[src/rtl/conv_encoder_frame.sv]
// Frame-based convolutional encoder: runtime-selectable K, rate and polynomials,
// latched per frame, with zero-tail or truncated termination and valid/ready streaming.
module conv_encoder_frame #(
  parameter int K_MAX       = 9,
  parameter int RATE_MAX    = 3,
  parameter int FRAME_LEN_W = 16
) (
  input  logic                               clk,
  input  logic                               rst,
  input  logic                               i_start,
  input  logic [FRAME_LEN_W-1:0]             i_frame_len,
  input  logic [3:0]                         i_k,
  input  logic [1:0]                         i_rate,
  input  logic [RATE_MAX-1:0][K_MAX-1:0]     i_gen_poly,
  input  logic                               i_term_mode,
  input  logic                               i_bit,
  input  logic                               i_bit_valid,
  output logic                               o_bit_ready,
  output logic [RATE_MAX-1:0]                o_code_data,
  output logic                               o_code_valid,
  input  logic                               i_code_ready,
  output logic                               o_busy,
  output logic                               o_done,
  output logic                               o_err
);

  typedef enum logic [1:0] {IDLE, DATA, TAIL, DRAIN} state_t;

  state_t                           state_q, state_d;
  logic [FRAME_LEN_W-1:0]           cnt_q, cnt_d;
  logic [3:0]                       tail_q, tail_d;
  logic [3:0]                       k_q, k_d;
  logic [1:0]                       rate_q, rate_d;
  logic [RATE_MAX-1:0][K_MAX-1:0]   poly_q, poly_d;
  logic                             term_q, term_d;
  logic [K_MAX-2:0]                 sr_q, sr_d;
  logic [RATE_MAX-1:0]              code_q, code_d;
  logic                             vld_q, vld_d;
  logic                             done_q, done_d;
  logic                             err_q, err_d;

  logic                             cfg_ok;
  logic                             out_free;
  logic                             bit_ready;
  logic                             load;
  logic                             in_bit;
  logic [K_MAX-1:0]                 tap;
  logic [RATE_MAX-1:0]              enc;

  assign cfg_ok = (int'(i_k) >= 3) && (int'(i_k) <= K_MAX) &&
                  (int'(i_rate) >= 2) && (int'(i_rate) <= RATE_MAX) &&
                  (i_frame_len != '0);

  // The output register can take a new codeword when empty or being drained now.
  assign out_free  = ~vld_q | i_code_ready;
  assign bit_ready = (state_q == DATA) & out_free;
  assign load      = (bit_ready & i_bit_valid) | ((state_q == TAIL) & out_free);
  assign in_bit    = (state_q == DATA) & i_bit;

  always_comb begin
    tap = {sr_q, in_bit};
    for (int j = 0; j < K_MAX; j++) begin
      if (j >= int'(k_q)) tap[j] = 1'b0;
    end
    enc = '0;
    for (int i = 0; i < RATE_MAX; i++) begin
      if (i < int'(rate_q)) enc[i] = ^(tap & poly_q[i]);
    end
  end

  always_comb begin
    state_d = state_q;
    cnt_d   = cnt_q;
    tail_d  = tail_q;
    k_d     = k_q;
    rate_d  = rate_q;
    poly_d  = poly_q;
    term_d  = term_q;
    sr_d    = sr_q;
    code_d  = code_q;
    vld_d   = vld_q;
    done_d  = 1'b0;
    err_d   = 1'b0;

    if (load) begin
      code_d = enc;
      vld_d  = 1'b1;
      sr_d   = {sr_q[K_MAX-3:0], in_bit};
    end else if (i_code_ready) begin
      vld_d  = 1'b0;
    end

    case (state_q)
      IDLE: begin
        if (i_start) begin
          if (cfg_ok) begin
            k_d     = i_k;
            rate_d  = i_rate;
            poly_d  = i_gen_poly;
            term_d  = i_term_mode;
            cnt_d   = i_frame_len;
            sr_d    = '0;
            state_d = DATA;
          end else begin
            err_d   = 1'b1;
          end
        end
      end
      DATA: begin
        if (load) begin
          cnt_d = cnt_q - FRAME_LEN_W'(1);
          if (cnt_q == FRAME_LEN_W'(1)) begin
            if (term_q) begin
              state_d = DRAIN;
            end else begin
              state_d = TAIL;
              tail_d  = k_q - 4'd1;
            end
          end
        end
      end
      TAIL: begin
        if (load) begin
          tail_d = tail_q - 4'd1;
          if (tail_q == 4'd1) state_d = DRAIN;
        end
      end
      DRAIN: begin
        if (vld_q & i_code_ready) begin
          done_d  = 1'b1;
          state_d = IDLE;
        end
      end
      default: state_d = IDLE;
    endcase
  end

  always_ff @(posedge clk or negedge rst) begin
    if (!rst) begin
      state_q <= IDLE;
      cnt_q   <= '0;
      tail_q  <= '0;
      k_q     <= '0;
      rate_q  <= '0;
      poly_q  <= '0;
      term_q  <= 1'b0;
      sr_q    <= '0;
      code_q  <= '0;
      vld_q   <= 1'b0;
      done_q  <= 1'b0;
      err_q   <= 1'b0;
    end else begin
      state_q <= state_d;
      cnt_q   <= cnt_d;
      tail_q  <= tail_d;
      k_q     <= k_d;
      rate_q  <= rate_d;
      poly_q  <= poly_d;
      term_q  <= term_d;
      sr_q    <= sr_d;
      code_q  <= code_d;
      vld_q   <= vld_d;
      done_q  <= done_d;
      err_q   <= err_d;
    end
  end

  assign o_bit_ready  = bit_ready;
  assign o_code_data  = code_q;
  assign o_code_valid = vld_q;
  assign o_busy       = (state_q != IDLE);
  assign o_done       = done_q;
  assign o_err        = err_q;

endmodule

[config.mk]
export PLATFORM = sky130hd
export DESIGN_NAME = conv_encoder_frame
export DESIGN_NICKNAME = d
export VERILOG_FILES = /design/src/rtl/conv_encoder_frame.sv
export SDC_FILE = /design/constraint.sdc
export NUM_CORES = 1
export LEC_CHECK = 0
export CORE_UTILIZATION = 59
export CTS_CLUSTER_SIZE = 40
export DETAILED_ROUTE_END_ITERATION = 7
export PLACE_DENSITY = 0.93
export SLEW_MARGIN = 10
export SYNTH_ARGS = -nofsm -noshare
export SYNTH_HDL_FRONTEND = slang
export SYNTH_SLANG_ARGS = --single-unit
[constraint.sdc]
create_clock -name clk -period 5.2 [get_ports clk]
set_input_delay 1.04 -clock clk [delete_from_list [all_inputs] [get_ports clk]]
set_output_delay 1.04 -clock clk [all_outputs]
set_load 0.005 [all_outputs]
# ---- Word-level counts from Yosys, hierarchy flattened
# Index checks and enable logic that the tools add are counted.
dict set report op_classes {
  bitwise 11
  order_cmp 15
  n_addsub 3
  n_eq_ne 13
  reduce_logical 16
  mux 41
}
# cell count
set op_table {}
lappend op_table {{two-way mux 16 bit} 3}
lappend op_table {{two-way mux 8 bit} 4}
lappend op_table {{one-hot mux 16 bit (2 select lines)} 1}
lappend op_table {{bitwise AND 9 bit} 3}
lappend op_table {{XOR reduction 9 bit} 3}
lappend op_table {{two-way mux 1 bit} 20}
lappend op_table {{equality test 16 x 1 -> 1 bit (second input constant)} 1}
lappend op_table {{>= comparator 3 x 4 -> 1 bit (first input constant)} 4}
lappend op_table {{two-way mux 4 bit} 4}
lappend op_table {{nonzero test 16 bit} 1}
lappend op_table {{subtractor 16 x 1 -> 16 bit (second input constant)} 1}
lappend op_table {{two-way mux 2 bit} 7}
lappend op_table {{!= test 2 bit (second input constant)} 6}
lappend op_table {{>= comparator 1 x 4 -> 1 bit (first input constant)} 2}
lappend op_table {{>= comparator 2 x 4 -> 1 bit (first input constant)} 2}
lappend op_table {{one-hot mux 2 bit (4 select lines)} 1}
lappend op_table {{one-hot mux 4 bit (2 select lines)} 1}
lappend op_table {{nonzero test 2 bit} 4}
lappend op_table {{subtractor 4 x 1 -> 4 bit (second input constant)} 2}
lappend op_table {{AND reduction 7 bit} 1}
lappend op_table {{bitwise AND 1 bit} 5}
lappend op_table {{AND reduction 5 bit} 1}
lappend op_table {{equality test 2 bit (second input constant)} 2}
lappend op_table {{equality test 4 x 1 -> 1 bit (second input constant)} 1}
lappend op_table {{other kinds (14)} 19}
dict set report totals {
  output_inout_bits 8
  reg_bits 70
  in_bits 56
}

# ---- Logic depth before layout (Yosys ltp)
# Gate-level depths: netlist (run 1).
dict set report depth {
  ltp_word 9
  depth_mapped 9
  ltp_nobuf 8
}

# ---- Worst setup path before layout (run 1)
# No wires, ideal clock.
dict set report synth_timing {
  kind {in2reg}
  start {input i_k[2]}
  end {register cnt_q[11]}
  arrival_time_ns 2.258
  t_required_ns 5.060
  stages 7
  path_slack_ns 2.802
  path_cell_list {o21ai_0 nand2_1 o31a_4 or2_4 buf_6 nor3_1 a211oi_2}
}
dict set report synth_between {
  elab_chain_cells 6
  word_cells_on_any_way 7
  classes_between {order compare: 2; eq/ne: 1; reduce/logical: 4}
}
# item line_no
set synth_rtl {}
lappend synth_rtl {{start, declared} 12} ;# input logic [3:0] i_k,
lappend synth_rtl {{>= comparator 4 x 2 -> 1 bit or less-or-equal comparator 4 bit (tied branches)} 50} ;# assign cfg_ok = (int'(i_k) >= 3) && (int'(i_k) <= K_MAX) &&
lappend synth_rtl {{logical AND 1 bit * (2 in series)} 50}
lappend synth_rtl {{logical AND 1 bit *} 51} ;# (int'(i_rate) >= 2) && (int'(i_rate) <= RATE_MAX) &&
lappend synth_rtl {{!= test 2 bit (no source line) *} -}
lappend synth_rtl {{AND reduction 4 bit (no source line) *} -}
lappend synth_rtl {{end signal, assigned} 154} ;# cnt_q <= cnt_d;
lappend synth_rtl {{end, declared} 30} ;# logic [FRAME_LEN_W-1:0] cnt_q, cnt_d;
# Mark *: on every way between the ends. The rest lies on a longest branch, timed or not.
# A chain may end at the register's enable or synchronous reset.

# ---- Final worst setup path (run 1)
dict set report layout_timing {
  start {register state_q[1]}
  end {output o_bit_ready}
}
dict set report layout_between {
  elab_chain_cells 2
}
# item line_no
set layout_rtl {}
lappend layout_rtl {{start, declared} 29} ;# state_t state_q, state_d;
lappend layout_rtl {{start signal, assigned} 153} ;# state_q <= state_d;
lappend layout_rtl {{equality test 2 x 1 -> 1 bit} 56} ;# assign bit_ready = (state_q == DATA) & out_free;
lappend layout_rtl {{bitwise AND 1 bit} 56}
lappend layout_rtl {{end, declared} 18} ;# output logic o_bit_ready,
# Every way passes these cells.

==> impl_metrics.sql, run 1 <==
INSERT INTO impl_metrics (metric_group, metric, value, unit) VALUES
('run_status', 'status', 'finished clean', ''),
('drt', 'routed_via_density', '6.24', ''),
('setup_path', 'timing.reg2reg.setup_slack', '2.35', 'ns'),
('floorplanning', 'die_h', '85.6', 'um'),
('final_layout', 'fillers', '429', ''),
('yosys', 'synth_cells', '408', ''),
('floorplanning', 'chipWidth', '85.6', 'um'),
('setup_path', 'crit_fanout', '43', ''),
('power_and_ir_drop', 'cellInternalPower', '0.00174', 'W'),
('final_layout', 'design.final.nets', '533', ''),
('timing', 'finalWorstPathRequiredPeriod', '3.43', 'ns'),
('worst_hold_path', 'timing.hold.worst_path_depth', '2', ''),
('setup_path', 'worst_r2r_endpoint', 'tail_q[3]', ''),
('clock_tree', 'holdBufCountCts', '0', ''),
('setup_path', 'crit_path_cell_trace', 'inv_1 -> ha_1 -> buf_4 -> inv_1 -> nor2_1 -> clkdlybuf4s50_1', ''),
('placement', 'dpl.cell_count', '533', ''),
('grt', 'first_global_vias', '3246', ''),
('grt', 'grt_util_met2', '44.7', '%'),
('yosys', 'ys_top_cells_by_area', 'sky130_fd_sc_hd__dfrtp_1, sky130_fd_sc_hd__mux2_2, sky130_fd_sc_hd__a21oi_1', ''),
('timing', 'setup_viol', '0', ''),
('drt', 'drt_first_iter_violations', '273', ''),
('grt', 'grt_max_degree', '71', ''),
('yosys', 'synth_cell_type_count', '65', ''),
('grt', 'grt_antenna_before_repair', '0', ''),
('grt', 'all_layer_global_routing_usage', '28.4', '%'),
('timing', 'maxSlewHeadroom', '25.0', '%'),
('drt', 'drtPass1Iterations', '5', ''),
('timing', 'finClkSkew', '0.0124', 'ns'),
('drt', 'antenna_left', '0', ''),
('yosys', 'synth_largest_area_cell', 'sky130_fd_sc_hd__dfrtp_1', ''),
('clock_tree', 'clockBufferDepth', '2', ''),
('yosys', 'synthArstFlopShare', '100', '%'),
('worst_hold_path', 'hold_path_startpoint', 'o_code_data[0]', ''),
('setup_path', 'arr_time_crit_path', '2.39', 'ns'),
('power_and_ir_drop', 'pwr_density_cell', '581', 'nW/um^2'),
('clock_tree', 'cts_repair_resize_count', '0', ''),
('floorplanning', 'design.portCount', '64', ''),
('yosys', 'synth.yosys.warnings', '0', ''),
('yosys', 'synthesis.area', '4120', 'um^2'),
('yosys', 'edff_count_synth', '0', ''),
('final_layout', 'final_common_cell', 'sky130_fd_sc_hd__dfrtp_1', ''),
('power_and_ir_drop', 'power', '0.00292', 'W'),
('power_and_ir_drop', 'cellLeakagePower', '2.04', 'nW'),
('power_and_ir_drop', 'switching_share', '40.4', '%'),
('setup_path', 'worst-r2r-cell-count', '8', ''),
('final_layout', 'drive_above_1_share', '17.3', '%'),
('power_and_ir_drop', 'power.clock.fraction', '20.0', '%'),
('grt', 'global_route.overflow_total', '0', ''),
('timing', 'finalMaxSlewViolations', '0', ''),
('final_layout', 'layout_common_cells', 'sky130_fd_sc_hd__dfrtp_1, sky130_fd_sc_hd__clkdlybuf4s50_1, sky130_fd_sc_hd__nand2_1, sky130_fd_sc_hd__a21oi_1, sky130_fd_sc_hd__mux2_2', ''),
('clock_tree', 'clock_tree.htree_level_count', '3', ''),
('final_layout', 'layout.core_utilization', '74.3', '%'),
('yosys', 'syn_nets', '477', ''),
('worst_hold_path', 'holdPathEnd', 'o_code_data[0]', ''),
('floorplanning', 'num_rows', '30', ''),
('clock_tree', 'clock-sinks', '70', ''),
('placement', 'detailed_place_hpwl', '6630', 'um'),
('power_and_ir_drop', 'switching_power', '0.00118', 'W'),
('final_layout', 'areaGrowthSynthToFinish', '21.8', '%'),
('clock_tree', 'clock_latency', '0.35', 'ns'),
('timing', 'finalHoldViolations', '0', ''),
('floorplanning', 'start_util', '61.0', '%'),
('timing', 'measured_slew_at_the_worst_slew_check_pin', '1.12', 'ns'),
('flow_run', 'timing.max_cap.violations', '0', ''),
('yosys', 'ys_dominant_reg_cell', 'sky130_fd_sc_hd__dfrtp_1', ''),
('grt', 'grt_first_pass_wirelength', '16000', 'um'),
('setup_path', 'worst_setup_path_start_kind', 'flop', ''),
('clock_tree', 'cts.repair_timing.setup_buffer_count', '0', ''),
('clock_tree', 'tritoncts', 'yes', ''),
('clock_tree', 'tritoncts.num_buffers', '9', ''),
('grt', 'grt_util_met3', '4.81', '%');
-- per-stage QoR --
stage | setup WS (ns) | hold slack [ns] | area [um^2]
5_1_grt | 1.64 | 0.525 | 5020
3_3_place_gp | 1.74 | 0.464 | 4760
2_1_floorplan | 2.80 | 0.465 | 4120
6_report | 1.77 | 0.496 | 5020
3_5_place_dp | 1.64 | 0.473 | 4760
4_1_cts | 1.78 | 0.492 | 5020
-- flip-flops by register name (all words and copies together) (netlist names) --
signal and count:
term_q 1, o_err 1, tail_q 4, rate_q 2, o_code_valid 1, state_q 2
k_q 4, o_done 1, sr_q 8, o_code_data 3, cnt_q 16, poly_q 27
-- cell families (layout without fill, tap and decap cells) --
family / count (synthesis) / in the layout / synth area share, %
buffers and inverters: 35 / 96 / 4.04
AO/OA/AOI/OAI: 108 / 108 / 18.2
adder cells (fa/ha/maj): 13 / 13 / 3.95
AND/OR/NAND/NOR: 122 / 122 / 16.2
XOR/XNOR: 23 / 23 / 5.07
flip-flops: 70 / 70 / 42.5
multiplexers: 37 / 37 / 10.1
-- Yosys cell counts (all sizes together) (5+ instances only) --
| cell type | number |
|---|---|
| ha | 13 |
| o31ai | 6 |
| nor4 | 8 |
| inv | 15 |
| nand2 | 48 |
| o21ai | 23 |
| nor2 | 19 |
| nor3 | 9 |
| dfrtp | 70 |
| clkbuf | 9 |
| o211ai | 6 |
| a211oi | 5 |
| a21oi | 38 |
| buf | 11 |
| xor2 | 6 |
| xnor2 | 17 |
| nand2b | 5 |
| nand3 | 14 |
| mux2 | 35 |
-- layout make-up --
| cell class | instances | area (um^2) | share of cell area [%] |
|---|---|---|---|
| clock inverter | 6 | 134 | 2.67 |
| tap | 80 | 100 | 2.00 |
| clock buffer | 10 | 128 | 2.54 |
| multi-input combinational | 303 | 2210 | 44.0 |
| sequential | 70 | 1750 | 34.9 |
| inverter | 15 | 56.3 | 1.12 |
| timing repair buffer | 65 | 641 | 12.8 |
-- power groups by stage --
stage,combinational [W],sequential (W),clock [W]
finish,0.00124,0.00109,0.000584
global route,0.00137,0.00113,0.000613
global placement,0.00116,0.00107,0
CTS,0.00123,0.00109,0.000586
detailed placement,0.00122,0.00109,0
floorplan,0.00101,0.000982,0
-- per-layer routing --
metal,routed length [um],part of all wire (%)
met4,347,3.6
met3,551,5.7
met5,0,0
met1,3950,41
met2,4750,50
-- worst max-delay path, delay by kind of cell, from the launching register on --
kind | cells | cell delay, ns
AND/OR/NAND/NOR | 1 | 0.16
flip-flops | 1 | 0.42
buffers and inverters | 4 | 1.31
adder cells (fa/ha/maj) | 1 | 0.14
-- worst max-delay path by stage --
stage,endpoint,slack [ns],depth (start not counted)
floorplan,cnt_q[11],2.80,7
global placement,poly_q[13],1.74,7
detailed placement,poly_q[23],1.64,7
CTS,o_bit_ready,1.78,6
global route,o_bit_ready,1.64,6
finish,o_bit_ready,1.77,6
Power figures use the tool's default switching activity.
==> run 2: changes to the inputs <==
--- a/config.mk
+++ b/config.mk
@@ -5,10 +5,10 @@
 export SDC_FILE = /design/constraint.sdc
 export NUM_CORES = 1
 export LEC_CHECK = 0
-export CORE_UTILIZATION = 59
+export CORE_UTILIZATION = 54
 export CTS_CLUSTER_SIZE = 40
 export DETAILED_ROUTE_END_ITERATION = 7
-export PLACE_DENSITY = 0.93
+export PLACE_DENSITY = 0.87
 export SLEW_MARGIN = 10
 export SYNTH_ARGS = -nofsm -noshare
 export SYNTH_HDL_FRONTEND = slang
==> constraint.sdc (replaced) <==
create_clock -name clk -period 3.49 [get_ports clk]
set_input_delay 0.698 -clock clk [delete_from_list [all_inputs] [get_ports clk]]
set_output_delay 0.698 -clock clk [all_outputs]
set_load 0.005 [all_outputs]
==> run 2 against run 1 <==
  * Sequential power rose by 49%
  * Final cell count is 4.2% higher
  * Final area increased by 0.60%
  * Register-to-register slack worse by 1.2 ns
  * Clock-buffer cell count rose by 1
  * Wire length is 0.21% higher
  * Critical path depth is the same
  * First-iteration DRC count down 38%
  * Combinational power up 51%
  * Via count is 0.67% lower
  * Worst setup slack got worse by 1.2 ns
  * Hold slack improved by 0.0043 ns
==> impl_metrics.sql, run 2 (same netlist as run 1, synthesis figures left out) <==
INSERT INTO impl_metrics (metric_group, metric, value, unit) VALUES
('timing', 'finalHoldViolations', '0', ''),
('clock_tree', 'holdBufCountCts', '0', ''),
('drt', 'routed_via_density', '5.95', ''),
('run_status', 'status', 'finished clean', ''),
('timing', 'finClkSkew', '0.0122', 'ns'),
('setup_path', 'arr_time_crit_path', '2.26', 'ns'),
('floorplanning', 'start_util', '56.2', '%'),
('timing', 'finalWorstPathRequiredPeriod', '2.96', 'ns'),
('final_layout', 'drive_above_1_share', '17.8', '%'),
('setup_path', 'cp.required', '2.79', 'ns'),
('placement', 'place_area', '4810', 'um^2'),
('drt', 'detail_route.drc_violations', '0', ''),
('clock_tree', 'clock-sinks', '70', ''),
('timing', 'min_period_over_period', '84.9', '%'),
('timing', 'measured_slew_at_the_worst_slew_check_pin', '0.910', 'ns'),
('grt', 'global_route.overflow_total', '0', ''),
('clock_tree', 'tritoncts', 'yes', ''),
('final_layout', 'largest_register', 'poly_q', ''),
('grt', 'grt_antenna_before_repair', '0', ''),
('timing', 'fmax', '0.338', 'GHz'),
('grt', 'grt_max_degree', '71', ''),
('drt', 'antenna_left', '0', ''),
('grt', 'all_layer_global_routing_usage', '26.9', '%'),
('grt', 'first_global_vias', '3346', ''),
('final_layout', 'antenna_cells_inserted', '0', ''),
('final_layout', 'number_of_flip_flops_under_the_largest_register_name', '27', ''),
('placement', 'port_buffers', '63', ''),
('floorplanning', 'die_h', '89.4', 'um'),
('timing', 'setup_viol', '0', ''),
('timing', 'finalMaxSlewViolations', '0', ''),
('drt', 'routed_via_count', '3402', ''),
('clock_tree', 'clockBufferDepth', '2', ''),
('final_layout', 'areaGrowthSynthToFinish', '22.5', '%'),
('timing', 'rsz0062_at_grt', 'false', ''),
('final_layout', 'layout.core_utilization', '68.9', '%'),
('placement', 'detailed_place_hpwl', '6750', 'um'),
('placement', 'routabilityCongestion', '0.850', ''),
('final_layout', 'leading_registers_by_flop_count', 'poly_q: 27 flops, cnt_q: 16 flops, sr_q: 8 flops', ''),
('timing', 'finalHoldWorstSlack', '0.500', 'ns'),
('clock_tree', 'cts.repair_timing.setup_buffer_count', '0', ''),
('final_layout', 'design.final.nets', '537', ''),
('power_and_ir_drop', 'vdd.ir_drop.worst', '0.572', 'mV'),
('setup_path', 'endpoint_kind', 'output pin', ''),
('setup_path', 'crit_fanout', '24', ''),
('setup_path', 'worstSetupPathType', 'flop to output pin', ''),
('drt', 'finalWirelength', '9620', 'um'),
('timing', 'timing.final.ws_setup', '0.528', 'ns'),
('floorplanning', 'core_area', '7330', 'um^2'),
('clock_tree', 'tritoncts.num_buffers', '9', ''),
('clock_tree', 'clock_tree.htree_level_count', '3', ''),
('clock_tree', 'clk_transition_reported_paths', '0.08', 'ns'),
('timing', 'timing.setup.tns', '0', 'ns'),
('setup_path', 'worst_setup_path_start_kind', 'flop', ''),
('clock_tree', 'cts_repair_resize_count', '0', ''),
('floorplanning', 'design.portCount', '64', ''),
('clock_tree', 'clk_root_buffer_cell', 'sky130_fd_sc_hd__clkbuf_8', ''),
('final_layout', 'final_common_cell', 'sky130_fd_sc_hd__dfrtp_1', ''),
('final_layout', 'post-route-cell-area', '5050', 'um^2'),
('drt', 'routedWlPerCell', '16.8', 'um'),
('floorplanning', 'num_rows', '31', ''),
('flow_run', 'timing.max_cap.violations', '0', ''),
('grt', 'grt_first_pass_wirelength', '16100', 'um'),
('power_and_ir_drop', 'pwr_density_cell', '851', 'nW/um^2'),
('drt', 'drtPass1Iterations', '5', ''),
('floorplanning', 'fp.dieArea', '7980', 'um^2'),
('worst_hold_path', 'hold_path.class', 'flop to flop', ''),
('power_and_ir_drop', 'cellLeakagePower', '2.04', 'nW'),
('timing', 'maxSlewHeadroom', '39.4', '%'),
('placement', 'dp_slack', '0.741', 'ns'),
('floorplanning', 'chipWidth', '89.4', 'um'),
('drt', 'drt_first_iter_violations', '169', ''),
('final_layout', 'layout_common_cells', 'sky130_fd_sc_hd__dfrtp_1, sky130_fd_sc_hd__clkdlybuf4s50_1, sky130_fd_sc_hd__nand2_1, sky130_fd_sc_hd__a21oi_1, sky130_fd_sc_hd__mux2_2', ''),
('clock_tree', 'clock_latency', '0.36', 'ns');
## run 2: cell count changes in the layout (fill, tap and decap cells not counted), sizes merged
cell / before / now
clkbuf: 10 / 11
clkinvlp: 0 / 1
buf: 3 / 7
inv: 15 / 16
clkinv: 2 / 0
bufinv: 4 / 3
## run 2: cell type report
class / instances / area [um^2]
tap: 99 / 124
fill: 530 / 2280
clock inverter: 5 / 106
inverter: 15 / 56.3
clock buffer: 11 / 131
sequential: 70 / 1750
timing repair buffer: 69 / 671
multi-input combinational: 303 / 2210
## run 2: final timing paths
kind | cells after the start | start | slack (ns) | to
worst min register to register | 2 | o_code_data[2] | 0.50 | o_code_data[2]
worst max register to register | 8 | state_q[0] | 1.15 | cnt_q[3]
worst min-delay path | 2 | o_code_data[2] | 0.50 | o_code_data[2]
min in group asynchronous | 2 | rst | 0.55 | poly_q[19]
max in group asynchronous | 2 | rst | 2.34 | sr_q[4]
worst max-delay path | 6 | state_q[1] | 0.53 | o_bit_ready
## run 2: layer usage
metal	up-vias	part of all wire (%)	track usage, %
li1	1593	-	-
met1	1680	44	35.1
met2	113	50	44.7
met3	16	5.2	5.26
met4	0	1.7	9.67
met5	-	0	0
## run 2: stage by stage
stage | total power, W | cells
5_1_grt | 0.00461 | 572
6_report | 0.00430 | 572
4_1_cts | 0.00429 | 572
3_5_place_dp | 0.00347 | 556
2_1_floorplan | 0.00296 | 408
3_3_place_gp | 0.00335 | 556
## run 2: where the power goes
| part | internal [W] | switching (W) |
|---|---|---|
| logic | 0.000875 | 0.000995 |
| registers | 0.00119 | 0.000431 |
| clock network | 0.000478 | 0.000330 |
| total | 0.00254 | 0.00176 |
## run 2: worst max-delay path: stages, from the launching register on
cell and delay [ns]:
sky130_fd_sc_hd__dfrtp_1 0.41, sky130_fd_sc_hd__inv_1 0.11, sky130_fd_sc_hd__ha_1 0.18, sky130_fd_sc_hd__buf_4 0.26, sky130_fd_sc_hd__inv_1 0.26, sky130_fd_sc_hd__nor2_1 0.17
sky130_fd_sc_hd__clkdlybuf4s50_1 0.52
==> run 3: changes to the inputs <==
--- a/config.mk
+++ b/config.mk
@@ -5,10 +5,10 @@
 export SDC_FILE = /design/constraint.sdc
 export NUM_CORES = 1
 export LEC_CHECK = 0
-export CORE_UTILIZATION = 54
+export CORE_UTILIZATION = 49
 export CTS_CLUSTER_SIZE = 40
 export DETAILED_ROUTE_END_ITERATION = 7
-export PLACE_DENSITY = 0.87
+export PLACE_DENSITY = 0.84
 export SLEW_MARGIN = 10
 export SYNTH_ARGS = -nofsm -noshare
 export SYNTH_HDL_FRONTEND = slang
==> constraint.sdc (replaced) <==
create_clock -name clk -period 2.55 [get_ports clk]
set_input_delay 0.51 -clock clk [delete_from_list [all_inputs] [get_ports clk]]
set_output_delay 0.51 -clock clk [all_outputs]
set_load 0.005 [all_outputs]
==> run 3 against run 2 <==
  * Critical path depth down 1
  * Clock power up 12%
  * Clock-buffer cell count down 1
  * Clock skew down 0.0058 ns
  * Die area up 10%
  * Final area up 1.2%
  * Critical path type unchanged
  * First-iteration DRC count up 21%
  * Hold slack worse by 0.30 ns
==> impl_metrics.sql, run 3 (same netlist as run 1, synthesis figures left out) <==
INSERT INTO impl_metrics (metric_group, metric, value, unit) VALUES
('clock_tree', 'tritoncts', 'yes', ''),
('drt', 'drtPass1Iterations', '5', ''),
('timing', 'min_period_over_period', '98.0', '%'),
('timing', 'rsz0062_at_grt', 'true', ''),
('grt', 'first_global_vias', '3408', ''),
('setup_path', 'worst_setup_path_start_kind', 'flop', ''),
('drt', 'routedWlPerCell', '16.5', 'um'),
('final_layout', 'number_of_flip_flops_under_the_largest_register_name', '27', ''),
('drt', 'antenna_left', '0', ''),
('placement', 'dpl.cell_count', '569', ''),
('timing', 'fmax', '0.400', 'GHz'),
('final_layout', 'post-route-cell-area', '5110', 'um^2'),
('clock_tree', 'tritoncts.num_buffers', '9', ''),
('setup_path', 'worstSetupPathType', 'flop to output pin', ''),
('worst_hold_path', 'hold_path.class', 'input port to async pin', ''),
('final_layout', 'areaGrowthSynthToFinish', '24.0', '%'),
('grt', 'grt_first_pass_wirelength', '16000', 'um'),
('timing', 'timing.setup.tns', '0', 'ns'),
('placement', 'detailed_place_hpwl', '6760', 'um'),
('clock_tree', 'clock_latency', '0.35', 'ns'),
('power_and_ir_drop', 'power.clock.fraction', '15.6', '%'),
('floorplanning', 'num_rows', '33', ''),
('setup_path', 'cp.required', '2.04', 'ns'),
('grt', 'global_route.overflow_total', '0', ''),
('timing', 'finClkSkew', '0.00641', 'ns'),
('power_and_ir_drop', 'switching_power', '0.00242', 'W'),
('final_layout', 'drive_above_1_share', '19.8', '%'),
('floorplanning', 'design.portCount', '64', ''),
('floorplanning', 'fp.dieArea', '8780', 'um^2'),
('placement', 'place_area', '4890', 'um^2'),
('timing', 'measured_slew_at_the_worst_slew_check_pin', '0.685', 'ns'),
('clock_tree', 'clockBufferDepth', '2', ''),
('power_and_ir_drop', 'cellLeakagePower', '2.07', 'nW'),
('final_layout', 'layout_common_cells', 'sky130_fd_sc_hd__dfrtp_1, sky130_fd_sc_hd__clkdlybuf4s50_1, sky130_fd_sc_hd__nand2_1, sky130_fd_sc_hd__a21oi_1, sky130_fd_sc_hd__mux2_2', ''),
('clock_tree', 'clk_root_buffer_cell', 'sky130_fd_sc_hd__clkbuf_8', ''),
('clock_tree', 'clock_tree.htree_level_count', '3', ''),
('final_layout', 'largest_register', 'poly_q', ''),
('floorplanning', 'start_util', '50.4', '%'),
('drt', 'routed_via_density', '5.85', ''),
('clock_tree', 'clock-sinks', '70', ''),
('clock_tree', 'holdBufCountCts', '0', ''),
('power_and_ir_drop', 'seqPwrFrac', '38.4', '%'),
('floorplanning', 'chipWidth', '93.7', 'um'),
('flow_run', 'timing.max_cap.violations', '0', ''),
('final_layout', 'design.final.nets', '545', ''),
('drt', 'drt_first_iter_violations', '205', ''),
('timing', 'finalWorstPathRequiredPeriod', '2.50', 'ns'),
('grt', 'all_layer_global_routing_usage', '23.7', '%'),
('placement', 'routabilityCongestion', '0.878', ''),
('final_layout', 'antenna_cells_inserted', '0', ''),
('power_and_ir_drop', 'vdd.ir_drop.worst', '0.536', 'mV'),
('final_layout', 'finish.cell_count_without_fillers', '586', ''),
('run_status', 'status', 'finished clean', ''),
('timing', 'setup_viol', '0', ''),
('final_layout', 'leading_registers_by_flop_count', 'poly_q: 27 flops, cnt_q: 16 flops, sr_q: 8 flops', ''),
('timing', 'maxSlewHeadroom', '54.4', '%'),
('setup_path', 'endpoint_kind', 'output pin', ''),
('timing', 'finalHoldViolations', '0', ''),
('drt', 'routed_via_count', '3431', ''),
('grt', 'grt_max_degree', '43', ''),
('grt', 'grt_antenna_before_repair', '0', ''),
('floorplanning', 'core_area', '8180', 'um^2'),
('floorplanning', 'die_h', '93.7', 'um'),
('timing', 'finalHoldWorstSlack', '0.197', 'ns'),
('clock_tree', 'clk_transition_reported_paths', '0.07', 'ns'),
('setup_path', 'arr_time_crit_path', '1.99', 'ns'),
('power_and_ir_drop', 'power.combinational.fraction', '46.1', '%'),
('power_and_ir_drop', 'cellInternalPower', '0.00338', 'W'),
('drt', 'detail_route.drc_violations', '0', ''),
('placement', 'port_buffers', '63', ''),
('timing', 'finalMaxSlewViolations', '0', ''),
('power_and_ir_drop', 'switching_share', '41.7', '%'),
('setup_path', 'crit_fanout', '11', ''),
('power_and_ir_drop', 'pwr_density_cell', '1130', 'nW/um^2'),
('final_layout', 'final_common_cell', 'sky130_fd_sc_hd__dfrtp_1', ''),
('drt', 'finalWirelength', '9660', 'um');
run 3: worst max-delay path, cell delays in order, from the launching register on:
cell                              delay [ns]
sky130_fd_sc_hd__dfrtp_1                0.42
sky130_fd_sc_hd__inv_1                  0.11
sky130_fd_sc_hd__ha_2                   0.35
sky130_fd_sc_hd__inv_1                  0.10
sky130_fd_sc_hd__nor2_1                 0.15
sky130_fd_sc_hd__clkdlybuf4s50_1        0.52
run 3: final cells by class:
type / instances / area [um^2]
repair buffers: 76 / 748
inverters: 15 / 56.3
clock buffers: 10 / 138
fillers: 625 / 3070
flip-flops and latches: 70 / 1750
well taps: 105 / 131
clock inverters: 6 / 61.3
multi-input cells: 304 / 2220
run 3: final timing paths:
kind	from	to	slack [ns]	cells past startpoint
setup / recovery	state_q[1]	o_bit_ready	0.05	5
hold / removal	rst	poly_q[16]	0.20	1
setup reg to reg	state_q[0]	cnt_q[11]	0.22	8
hold reg to reg	o_code_data[0]	o_code_data[0]	0.48	2
max in group asynchronous	rst	cnt_q[6]	1.69	2
min in group clk	o_code_data[0]	o_code_data[0]	0.48	2
run 3: metal layers:
metal | track usage (%) | share of wire, % | vias to the layer above
li1 | - | - | 1602
met1 | 30.4 | 44 | 1677
met2 | 38.0 | 48 | 126
met3 | 4.13 | 5.6 | 26
met4 | 12.9 | 2.9 | 0
met5 | 0 | 0 | -
run 3: power by group through the flow:
| stage | clock [W] | sequential, W | combinational [W] |
|---|---|---|---|
| after floorplan | 0 | 0.00200 | 0.00205 |
| after global placement | 0 | 0.00219 | 0.00251 |
| after detailed placement | 0 | 0.00223 | 0.00262 |
| after CTS | 0.000914 | 0.00221 | 0.00266 |
| after global routing | 0.000962 | 0.00229 | 0.00294 |
| final | 0.000901 | 0.00222 | 0.00267 |
run 3: what timing repair did:
item	CTS	global route
setup buffers	0	0
endpoints found under the setup margin	34	3
gates resized for setup	2	0
gates cloned	1	0
endpoints found under the hold margin	0	0
pin swaps	1	0
run 3: stage by stage:
step	utilization (%)	total power [W]	worst slack, ns
2_1_floorplan	-	0.00405	0.631
3_3_place_gp	59.9	0.00470	-0.385
3_5_place_dp	59.9	0.00486	-0.461
4_1_cts	62.5	0.00579	0.0425
5_1_grt	62.5	0.00620	-0.0366
6_report	62.5	0.00579	0.0505
